**src/rtl/waveform_display_mc.sv**
```systemverilog
// Multi-channel scope trace renderer: flags, per pixel, which channel traces pass through (x,y).
// Supports per-channel vertical offset, power-of-two scaling and a vector mode joining adjacent columns.
module waveform_display_mc #(
  parameter int NCH       = 2,
  parameter int DATA_W    = 12,
  parameter int WIN_X0    = 20,
  parameter int WIN_X1    = 770,
  parameter int WIN_Y0    = 20,
  parameter int WIN_Y1    = 620,
  parameter int REFRESH_Y = 770,
  parameter int OFFS_STEP = 150,
  localparam int SEL_W    = (NCH > 1) ? $clog2(NCH) : 1
) (
  input  logic                    clk,
  input  logic                    reset,
  input  logic [NCH*DATA_W-1:0]   data,
  input  logic [NCH*2-1:0]        v_scaling,
  input  logic [NCH-1:0]          ch_en,
  input  logic [SEL_W-1:0]        sel_ch,
  input  logic                    up,
  input  logic                    down,
  input  logic                    vector_mode,
  input  logic [10:0]             x,
  input  logic [9:0]              y,
  output logic [NCH-1:0]          waveform_on,
  output logic                    any_on
);

  localparam int H  = 13;
  localparam int OW = 11;

  logic [OW-1:0] offset_q    [NCH];
  logic [OW-1:0] offset_d    [NCH];
  logic [H-1:0]  ndata       [NCH];
  logic [H-1:0]  cur_t       [NCH];
  logic [H-1:0]  cur_t_q     [NCH];
  logic [H-1:0]  prev_t_q    [NCH];
  logic [H-1:0]  prev_t_d    [NCH];
  logic [H-1:0]  seg_lo      [NCH];
  logic [H-1:0]  seg_hi      [NCH];
  logic [10:0]   x_q;
  logic          prev_valid_q;
  logic          prev_valid_d;
  logic          seen_q;
  logic          col_change;
  logic          in_win;
  logic          refresh;
  logic [H-1:0]  y_ext;
  logic [NCH-1:0] hit;
  logic [NCH-1:0] waveform_on_q;
  logic          any_on_q;

  assign col_change = (x != x_q);
  assign refresh    = (x == 11'd0) && (y == 10'(REFRESH_Y));
  assign y_ext      = {3'b000, y};
  assign in_win     = (x >= 11'(WIN_X0)) && (x <= 11'(WIN_X1)) &&
                      (y >= 10'(WIN_Y0)) && (y <= 10'(WIN_Y1));

  // Segment start comes from the final target of the column just left; no segment
  // before the first full column after reset, nor entering at the left window edge.
  always_comb begin
    prev_valid_d = prev_valid_q;
    if (col_change) begin
      prev_valid_d = seen_q;
    end
    if (x == 11'(WIN_X0)) begin
      prev_valid_d = 1'b0;
    end
    for (int i = 0; i < NCH; i++) begin
      ndata[i]    = H'(data[i*DATA_W +: DATA_W] >> v_scaling[i*2 +: 2]);
      cur_t[i]    = ~ndata[i] + H'(offset_q[i]);
      prev_t_d[i] = col_change ? cur_t_q[i] : prev_t_q[i];
      seg_lo[i]   = (prev_t_d[i] < cur_t[i]) ? prev_t_d[i] : cur_t[i];
      seg_hi[i]   = (prev_t_d[i] < cur_t[i]) ? cur_t[i] : prev_t_d[i];
    end
  end

  always_comb begin
    hit = '0;
    for (int i = 0; i < NCH; i++) begin
      if (vector_mode && prev_valid_d) begin
        hit[i] = in_win && ch_en[i] && (y_ext >= seg_lo[i]) && (y_ext <= seg_hi[i]);
      end else begin
        hit[i] = in_win && ch_en[i] && (y_ext == cur_t[i]);
      end
    end
  end

  // Once-per-refresh nudge of the selected channel's offset; out-of-range selects are ignored.
  always_comb begin
    for (int i = 0; i < NCH; i++) begin
      offset_d[i] = offset_q[i];
      if (refresh && (sel_ch == SEL_W'(i))) begin
        if (up && !down) begin
          offset_d[i] = offset_q[i] - 11'd1;
        end else if (down && !up) begin
          offset_d[i] = offset_q[i] + 11'd1;
        end
      end
    end
  end

  always_ff @(posedge clk or posedge reset) begin
    if (reset) begin
      for (int i = 0; i < NCH; i++) begin
        offset_q[i] <= OW'(i * OFFS_STEP);
        cur_t_q[i]  <= '0;
        prev_t_q[i] <= '0;
      end
      x_q           <= '0;
      prev_valid_q  <= 1'b0;
      seen_q        <= 1'b0;
      waveform_on_q <= '0;
      any_on_q      <= 1'b0;
    end else begin
      for (int i = 0; i < NCH; i++) begin
        offset_q[i] <= offset_d[i];
        cur_t_q[i]  <= cur_t[i];
        prev_t_q[i] <= prev_t_d[i];
      end
      x_q           <= x;
      prev_valid_q  <= prev_valid_d;
      seen_q        <= 1'b1;
      waveform_on_q <= hit;
      any_on_q      <= |hit;
    end
  end

  assign waveform_on = waveform_on_q;
  assign any_on      = any_on_q;

endmodule

```
**config.mk**
```make
export PLATFORM = sky130hd
export DESIGN_NAME = waveform_display_mc
export DESIGN_NICKNAME = d
export VERILOG_FILES = /design/src/rtl/waveform_display_mc.sv
export SDC_FILE = /design/constraint.sdc
export NUM_CORES = 1
export LEC_CHECK = 0
export CORE_ASPECT_RATIO = 1.75
export CORE_UTILIZATION = 60
export CTS_CLUSTER_SIZE = 24
export DETAILED_ROUTE_END_ITERATION = 8
export DONT_BUFFER_PORTS = 1
export PLACE_DENSITY = 0.84
export SYNTH_ARGS = -nofsm -noshare
export SYNTH_HDL_FRONTEND = slang
export SYNTH_SLANG_ARGS = --single-unit
export TNS_END_PERCENT = 30
```
**constraint.sdc**
```tcl
create_clock -name clk -period 7.7 [get_ports clk]
set_input_delay 0 -clock clk [delete_from_list [all_inputs] [get_ports clk]]
set_output_delay 0 -clock clk [all_outputs]
set_load 0.1 [all_outputs]
```
==> metrics.cfg, run 1 <==
[synth]
ys_types=77
synth-edff-count=0
yosysSeqAreaShare_pct=28.7
post-synth-top-count-cell=ha_1
synth_ff_type=dfrtp_1
synth_common_cells=ha_1, dfrtp_1, inv_1, nand2_1
netlist_top_cells_area=dfrtp_1, ha_1, xnor2_1
synth-seq-cells=90
synth_top_area_cell=dfrtp_1
syn_area_sq_mm=0.00787
synth_top_area_share_pct=27.4
syn_nets=1033
synthArstFlopShare_pct=100
postSynthAreaPerCell_sq_um=9.09
synthCells=865
ys.warnings.count=0

[power_and_ir_drop]
p_sw_share_pct=33.0
seqPwrFrac_pct=36.9
p_sw_mw=0.453
comb_power_share_pct=30.9
pwr-share-clk_pct=32.1
p_per_area_mw_per_mm2=162
p_leak_nw=4.02
power.internal_mw=0.921
irDropWorstVdd_uv=97.2

[clock_tree]
post_cts_buffers=0
cts_tree=built
root_buffer=clkbuf_16
clk_pin_slew_ps=70
clk_latency_ps=350
cts-hold-fix-buffers=15
cts_resized=0
cts_buffers=9
htree_levels=3
cts.path.max_buffers=2
clock_sinks=90

[grt]
grtUsageTotal_pct=30.1
grt_overflow_total=0
antenna_found_initial=0
grt_pass1_vias=6799
grt_max_degree=59
grt_pass1_wl_mm=31.5

[setup_path]
endpoint_kind=register
path_buf_inv=4
regToRegSetupSlack_ps=760
cp_cell_sequence=xnor2_1 > nand4_1 > nor3_4 > buf_4 > mux2i_1 > inv_1 > ha_1 > a21o_1 > a21o_1 > a211oi_1 > o21ai_0 > o31ai_4 > buf_4 > nand2_1 > o21ai_0 > ha_1 > nor2b_1 > o21bai_1 > a31oi_1 > o31a_1 > a211o_1 > a2111oi_2 > a41o_2 > dlygate4sd3_1
cp_max_fo=26
crit_type=reg2reg
cp.arrival_ps=7220
crit_family=compound AO/OA/AOI/OAI gates
rr_endpoint=waveform_on[1]
start_kind=register
r2r-start=x_q[9]
critical_path_required_ps=7980
reg2reg_depth=24
cp_slowest_stage_delay_ps=600
cp_slowest_cell=nor3_4

[place]
gp_routability_congestion=0.925
port_buffers=0
place_hpwl_mm=14.7

[floorplan]
coreArea_sq_mm=0.0129
dieArea_sq_mm=0.0136
io_pins=60
start_util_pct=61.1
die_w_um=88.6
row_count=55
die_y_um=153

[routing]
ant_nets=0
first_iter_violations=316
drtPass1Iterations=7
drc_errors=0
routed_wl_mm=19.4
viasPerCell=6.27
wl_per_cell_um=18.5
num_vias=6582

[finish]
fin_nets=1041
fillers=1013
fin_util_pct=65.9
area_growth_pct=7.78
drive_gt1_share_pct=7.52
antenna_cells=0

[worst_hold_path]
hold_class=in2reg
hold_start=y[9]
min_path_cells=3
whs_endpoint=waveform_on[0]

[sta]
tightestPinTransition_ps=910
finalSetupTns_ps=0
final.min_clock_period_ps=6940
hold_violations=0
rsz0062_at_grt=no
finalClockSkew_ps=11.4
slew_viol_final=0
relSlewSlack_pct=39.4
fin_crit_sh_pct=90.2
fmax_mhz=144
final-setup-viol-count=0

[outcome]
status=completed

[flow_run]
maxCapViolations=0

[logic make-up (layout without fill, tap and decap cells)]
family | after synthesis | after routing | share of synthesized area [%]
adders and majority gates | 111 | 111 | 18.0
other | 1 | 1 | 0.0477
DFF | 90 | 90 | 28.7
buffers and inverters | 97 | 110 | 4.69
muxes | 60 | 60 | 8.64
xor gates and xnor gates | 66 | 66 | 7.44
AOI/OAI and AO/OA | 227 | 227 | 18.8
and+or+nand+nor | 213 | 213 | 13.6
[sequential cells by signal (all words and copies together) (netlist names)]
register,cells
seen_q,1
offset_q,22
prev_valid_q,1
any_on,1
prev_t_q,26
waveform_on,2
x_q,11
cur_t_q,26
[power groups by stage]
| stage | sequential (mW) | clock [mW] | combinational [mW] |
|---|---|---|---|
| 2_1_floorplan | 0.513 | 0 | 0.323 |
| 4_1_cts | 0.507 | 0.443 | 0.418 |
| 3_3_place_gp | 0.515 | 0 | 0.387 |
| 5_1_grt | 0.510 | 0.461 | 0.476 |
| 6_report | 0.508 | 0.441 | 0.425 |
| 3_5_place_dp | 0.516 | 0 | 0.403 |
[routing by layer]
layer	wire length [um]	share of wire [%]	track usage, %
met1	7010	36	30.4
met2	9810	51	52.1
met3	1320	6.8	8.59
met4	1230	6.3	19.5
met5	0	0	0
[tightest hold or removal path, stage by stage]
cell	delay (ps)
o31ai_1	40
and3_1	150
o211a_1	150
[per-stage QoR]
| stage | std cells | hold WS (ps) | instance area (sq um) | setup slack, ps | power, mW |
|---|---|---|---|---|---|
| after detailed placement | 1018 | -40.2 | 8030 | 1420 | 0.920 |
| final | 1049 | 31.5 | 8480 | 757 | 1.37 |
| after global routing | 1049 | 53.9 | 8480 | 274 | 1.45 |
| after floorplan | 865 | 31.4 | 7870 | 1880 | 0.837 |
| after global placement | 1018 | -46.2 | 8030 | 1590 | 0.902 |
| after CTS | 1049 | 35.4 | 8480 | 953 | 1.37 |
[placed cells by master (no fill, tap or decap), drive strengths merged, types with 12 or more instances in the layout]
cell type,synthesis,final
xnor2,45,45
o21ai,63,63
ha,107,107
a21oi,55,55
nand3,13,13
nand2,62,62
mux2i,36,36
inv,74,76
nor2,57,57
nor2b,12,12
dfrtp,86,86
a21o,26,26
xor2,21,21
a211oi,16,16
dlygate4sd3,0,15
nor3,12,12
mux2,20,20
[worst max path at each step]
stage	cells after the start	from	endpoint
after detailed placement	26	v_scaling[3]	any_on
after global placement	23	x_q[8]	any_on
after CTS	23	x_q[4]	waveform_on[1]
after global routing	24	x_q[4]	waveform_on[1]
final	24	x_q[9]	waveform_on[1]
after floorplan	30	v_scaling[3]	any_on
[final cells by class]
| class | instances | area (sq um) | area share [%] |
|---|---|---|---|
| clock inverters | 5 | 42.5 | 0.502 |
| flip-flops and latches | 90 | 2260 | 26.6 |
| well taps | 171 | 214 | 2.52 |
| inverters | 74 | 279 | 3.29 |
| clock buffers | 11 | 253 | 2.98 |
| repair buffers | 20 | 188 | 2.21 |
| multi-input cells | 678 | 5250 | 61.9 |
(Power assumes the default switching activity.)
==> run 2: changes to the inputs <==
--- a/config.mk
+++ b/config.mk
@@ -5,12 +5,14 @@
 export SDC_FILE = /design/constraint.sdc
 export NUM_CORES = 1
 export LEC_CHECK = 0
+export CELL_PAD_IN_SITES_DETAIL_PLACEMENT = 0
+export CELL_PAD_IN_SITES_GLOBAL_PLACEMENT = 1
 export CORE_ASPECT_RATIO = 1.75
-export CORE_UTILIZATION = 60
+export CORE_UTILIZATION = 51
 export CTS_CLUSTER_SIZE = 24
 export DETAILED_ROUTE_END_ITERATION = 8
 export DONT_BUFFER_PORTS = 1
-export PLACE_DENSITY = 0.84
+export PLACE_DENSITY = 0.9
 export SYNTH_ARGS = -nofsm -noshare
 export SYNTH_HDL_FRONTEND = slang
 export SYNTH_SLANG_ARGS = --single-unit
==> metrics.cfg, run 2 (synthesized netlist as in run 1, its figures left out) <==
[outcome]
status=complete, but fails checks
violations=hold timing

[grt]
grt_overflow_total=0  ; unchanged
grt_pass1_vias=6508  ; -4.3%
grt_max_degree=69  ; +17%
grtUsageTotal_pct=25.4  ; -4.7 points
antenna_found_initial=0  ; unchanged
grt_pass1_wl_mm=31.1  ; -1.3%

[clock_tree]
root_buffer=clkbuf_16
cts.path.max_buffers=2  ; unchanged
cts_resized=0  ; unchanged
htree_levels=3  ; unchanged
cts_buffers=9  ; unchanged
post_cts_buffers=0  ; unchanged
clk_latency_ps=350  ; about the same
clock_sinks=90  ; unchanged
clk_pin_slew_ps=60  ; about the same
cts_tree=built

[finish]
seq_area_sq_mm=0.00226  ; unchanged
fillers=1376  ; +36%
area_growth_pct=8.51
multiInputGateArea_sq_mm=0.00525  ; unchanged
fin_util_pct=57.0  ; -8.9 points
fin_nets=1043  ; +0.19%
final_common_cell=ha_1
drive_gt1_share_pct=7.50  ; -0.017 points
mostFrequentLayoutCells=ha_1, dfrtp_1, inv_1, nand2_1
antenna_cells=0  ; unchanged
top_regs=cur_t_q: 26 flops, prev_t_q: 26 flops, offset_q: 22 flops

[floorplan]
start_util_pct=52.5  ; -8.6 points
die_w_um=95.9  ; +8.3%
die_y_um=166  ; +8.4%
dieArea_sq_mm=0.0159  ; +17%
io_pins=60  ; unchanged
row_count=59  ; +7.3%
coreArea_sq_mm=0.0150  ; +16%

[sta]
fmax_mhz=148  ; +3.1%
rsz0062_at_grt=no
finalWorstSetupSlack_ps=964  ; +208 ps
fin_crit_sh_pct=87.5  ; -2.7 points
tightestPinTransition_ps=938  ; +28.1 ps
slew_viol_final=0  ; unchanged
finalClockSkew_ps=9.00  ; -2.42 ps
finalSetupTns_ps=0  ; unchanged
relSlewSlack_pct=37.5  ; -1.9 points
final-setup-viol-count=0  ; unchanged
whs_ps=-4.13  ; -35.7 ps
hold_violations=1  ; +1
final.min_clock_period_ps=6740  ; -208 ps

[routing]
num_vias=6250  ; -5.0%
ant_nets=0  ; unchanged
drc_errors=0  ; unchanged
routed_wl_mm=18.9  ; -2.4%
drtPass1Iterations=4  ; -3
viasPerCell=5.88  ; -6.3%
first_iter_violations=208  ; -34%
wl_per_cell_um=17.8  ; -3.7%

[setup_path]
endpoint_kind=register
cp_max_fo=29  ; +12%
crit_type=reg2reg
path_buf_inv=3  ; -1
cp_slowest_stage_delay_ps=560  ; -40 ps
cp_cell_sequence=ha_1 > a21oi_1 > o22ai_1 > o41ai_1 > o21ba_1 > o21bai_1 > xor2_1 > inv_1 > ha_1 > o21a_1 > a211oi_1 > o21ai_0 > o31ai_4 > buf_4 > a21oi_1 > ha_1 > and3_1 > nand3_1 > or3_1 > o31a_1 > a211o_1 > a2111oi_2 > a41o_2 > dlygate4sd3_1
cp.arrival_ps=7030  ; -190 ps
start_kind=register
critical_path_required_ps=7990  ; about the same
path_common_cell=ha_1
crit_family=compound AO/OA/AOI/OAI gates
cp_slowest_cell=dfstp_2

[flow_run]
maxCapViolations=0  ; unchanged

[power_and_ir_drop]
p_total_mw=1.41  ; +2.5%
irDropWorstVdd_uv=105  ; +7.9%
p_per_area_mw_per_mm2=165  ; +1.8%
p_leak_nw=4.04  ; +0.55%

[place]
port_buffers=0  ; unchanged
dp_slack_ps=1350  ; -75.2 ps
place_hpwl_mm=14.8  ; +0.81%
gp_routability_congestion=0.861  ; -6.9%

[worst_hold_path]
hold_class=in2reg

[run 2: cell types whose count changed in the layout (fill, tap and decap cells not counted), sizes merged]
cell / before / now
dlygate4sd3: 15 / 16
bufinv: 0 / 2
buf: 5 / 6
clkinv: 2 / 3
inv: 76 / 73
[run 2: report_power, final]
| group | internal, mW | leakage [nW] | total (mW) | switching, mW |
|---|---|---|---|---|
| logic | 0.180 | 2.82 | 0.414 | 0.234 |
| registers | 0.498 | 1.07 | 0.507 | 0.00856 |
| clock network | 0.292 | 0.156 | 0.487 | 0.195 |
| total | 0.971 | 4.04 | 1.41 | 0.437 |
[run 2: through the flow]
stage          instances  hold WS, ps  instance area [sq um]
6_report            1063        -4.13                   8540
5_1_grt             1063         55.9                   8540
4_1_cts             1063         21.0                   8540
3_5_place_dp        1031         -107                   8060
3_3_place_gp        1031         -108                   8060
2_1_floorplan        865         31.4                   7870
[run 2: layer usage]
metal  up-vias  GRT usage, %  wire length (um)
met4         0          12.3               742
met1      2962          28.1              7550
met3        45          4.67               821
li1       3126             -                 -
met2       117          45.0              9790
met5         -             0                 0
[run 2: layout make-up]
| cell class | count | share of cell area (%) |
|---|---|---|
| Clock buffer | 11 | 2.84 |
| Clock inverter | 5 | 0.909 |
| Inverter | 74 | 3.27 |
| Multi-Input combinational cell | 678 | 61.4 |
| Sequential cell | 90 | 26.4 |
| Tap cell | 183 | 2.68 |
| Timing Repair Buffer | 22 | 2.40 |
[run 2: worst paths after layout]
| path | cells after the start | start | slack, ps | end |
|---|---|---|---|---|
| max | 24 | offset_q[1] | 960 | waveform_on[1] |
| min | 2 | x[10] | -4 | prev_valid_q |
| min in group asynchronous | 2 | reset | 90 | prev_t_q[7] |
| min reg2reg | 1 | offset_q[21] | 480 | offset_q[21] |
| max in group asynchronous | 3 | reset | 6400 | cur_t_q[21] |
| max reg2reg | 24 | offset_q[1] | 960 | waveform_on[1] |
[run 2: what timing repair did]
action	CTS	global route
hold buffers	16	0
setup endpoints to repair	0	0
endpoints found under the hold margin	38	0
==> run 3: changes to the inputs <==
--- a/config.mk
+++ b/config.mk
@@ -8,11 +8,11 @@
 export CELL_PAD_IN_SITES_DETAIL_PLACEMENT = 0
 export CELL_PAD_IN_SITES_GLOBAL_PLACEMENT = 1
 export CORE_ASPECT_RATIO = 1.75
-export CORE_UTILIZATION = 51
+export CORE_UTILIZATION = 50
 export CTS_CLUSTER_SIZE = 24
 export DETAILED_ROUTE_END_ITERATION = 8
 export DONT_BUFFER_PORTS = 1
-export PLACE_DENSITY = 0.9
+export PLACE_DENSITY = 0.89
 export SYNTH_ARGS = -nofsm -noshare
 export SYNTH_HDL_FRONTEND = slang
 export SYNTH_SLANG_ARGS = --single-unit
==> metrics.cfg, run 3 (synthesized netlist as in run 1, its figures left out) <==
[finish]
top_regs=cur_t_q: 26 flops, prev_t_q: 26 flops, offset_q: 22 flops
drive_gt1_share_pct=7.29  ; -0.21 points
final_common_cell=ha_1
multiInputGateArea_sq_mm=0.00525  ; unchanged
mostFrequentLayoutCells=ha_1, dfrtp_1, inv_1, nand2_1
fillers=1416  ; +2.9%
fin_nets=1041  ; -0.19%
area_growth_pct=7.92
seq_area_sq_mm=0.00226  ; unchanged
antenna_cells=0  ; unchanged

[sta]
finalClockSkew_ps=10.2  ; +1.24 ps
slew_viol_final=0  ; unchanged
final-setup-viol-count=0  ; unchanged
hold_violations=0  ; -1
final.min_clock_period_ps=6640  ; -93.2 ps
relSlewSlack_pct=36.8  ; -0.64 points
fmax_mhz=151  ; +1.4%
fin_crit_sh_pct=86.3  ; -1.2 points
rsz0062_at_grt=no
tightestPinTransition_ps=947  ; +9.64 ps
finalSetupTns_ps=0  ; unchanged

[power_and_ir_drop]
p_total_mw=1.36  ; -3.6%
p_leak_nw=4.01  ; -0.73%
irDropWorstVdd_uv=117  ; +12%
p_per_area_mw_per_mm2=160  ; -3.0%

[routing]
num_vias=6282  ; +0.51%
wl_per_cell_um=17.5  ; -1.8%
drtPass1Iterations=4  ; unchanged
first_iter_violations=203  ; -2.4%
routed_wl_mm=18.6  ; -1.7%
ant_nets=0  ; unchanged
drc_errors=0  ; unchanged
viasPerCell=5.90  ; +0.42%

[clock_tree]
cts.path.max_buffers=2  ; unchanged
htree_levels=3  ; unchanged
root_buffer=clkbuf_16
cts_buffers=9  ; unchanged
clk_pin_slew_ps=60  ; about the same
post_cts_buffers=0  ; unchanged
clock_sinks=90  ; unchanged
clk_latency_ps=340  ; about the same
cts_tree=built

[grt]
grt_max_degree=74  ; +7.2%
grt_overflow_total=0  ; unchanged
grt_pass1_vias=6456  ; -0.80%
antenna_found_initial=0  ; unchanged
grtUsageTotal_pct=23.5  ; -1.8 points
grt_pass1_wl_mm=31.0  ; -0.18%

[floorplan]
start_util_pct=51.1  ; -1.4 points
row_count=60  ; +1.7%
die_w_um=96.8  ; +0.98%
dieArea_sq_mm=0.0163  ; +2.0%
die_y_um=168  ; +0.98%
io_pins=60  ; unchanged
coreArea_sq_mm=0.0154  ; +2.7%

[setup_path]
cp_cell_sequence=ha_1 > a21oi_1 > o22ai_1 > o41ai_1 > o21ba_1 > o21bai_1 > xor2_1 > inv_1 > ha_1 > o21a_1 > a211oi_1 > o21ai_0 > o31ai_4 > buf_4 > a21oi_1 > ha_1 > and3_1 > nand3_1 > or3_1 > o31a_1 > a211o_1 > a2111oi_2 > a41o_2 > dlygate4sd3_1
cp_slowest_stage_delay_ps=560  ; about the same
critical_path_required_ps=7980  ; about the same
cp.arrival_ps=6920  ; -110 ps
cp_max_fo=29  ; unchanged
path_common_cell=ha_1
cp_slowest_cell=dfstp_2
crit_type=reg2reg
start_kind=register
endpoint_kind=register

[place]
gp_routability_congestion=0.854  ; -0.84%
port_buffers=0  ; unchanged
place_hpwl_mm=14.6  ; -1.1%

[flow_run]
maxCapViolations=0  ; unchanged

[worst_hold_path]
hold_class=in2reg

[outcome]
status=completed

run 3: cell types whose count changed in the layout (fill, tap and decap cells not counted), sizes merged:
cell / before / now
bufinv: 2 / 1
dlygate4sd3: 16 / 15
clkinvlp: 1 / 2
buf: 6 / 5
run 3: metal layers:
layer  routed length (um)  vias up  GRT usage, %
met4                  473        0          8.37
met5                    0        -             0
met3                  696       36          3.45
met2                 9770      130          43.9
met1                 7640     2988          26.8
li1                     -     3128             -
run 3: timing repair:
action,4_1_cts,5_1_grt
hold buffers,15,0
hold endpoints to repair,32,0
gates resized for setup,0,0
run 3: final timing paths:
check | startpoint | endpoint | slack (ps) | cells past startpoint
setup / recovery | offset_q[1] | waveform_on[1] | 1060 | 24
hold / removal | x[10] | prev_valid_q | 20 | 2
setup reg to reg | offset_q[1] | waveform_on[1] | 1060 | 24
hold reg to reg | offset_q[10] | offset_q[10] | 480 | 1
max in group asynchronous | reset | offset_q[14] | 6400 | 3
min in group asynchronous | reset | cur_t_q[11] | 60 | 2
run 3: worst max-delay path, delay by kind of cell (launching register included):
family	cells	cell delay, ps
compound gates	14	3210
xor+xnor	1	340
fa+ha+maj	3	850
buf+inv	3	1010
flops	1	560
simple gates	3	630
run 3: report_power, final:
group          leakage, nW  switching (mW)  internal, mW  total [mW]
clock network        0.136           0.190         0.251       0.441
logic                 2.81           0.231         0.179       0.410
registers             1.07         0.00868         0.498       0.507
total                 4.01           0.430         0.929        1.36
run 3: final cells by class:
class / instances / share of cell area [%]
tap: 186 / 2.74
multi-input combinational: 678 / 61.8
clock buffer: 11 / 2.74
clock inverter: 5 / 0.648
inverter: 74 / 3.29
sequential: 90 / 26.6
timing repair buffer: 20 / 2.21
run 3: metrics by stage:
stage | hold WS, ps | std cells | utilization [%] | setup WS (ps) | instance area (sq um)
final | 17.6 | 1064 | 55.2 | 1060 | 8490
after global routing | 38.4 | 1064 | 55.2 | 551 | 8490
after CTS | 9.43 | 1064 | 55.2 | 1080 | 8490
after detailed placement | -151 | 1033 | 52.3 | 1400 | 8050
after global placement | -153 | 1033 | 52.3 | 1460 | 8050
after floorplan | 31.4 | 865 | - | 1880 | 7870
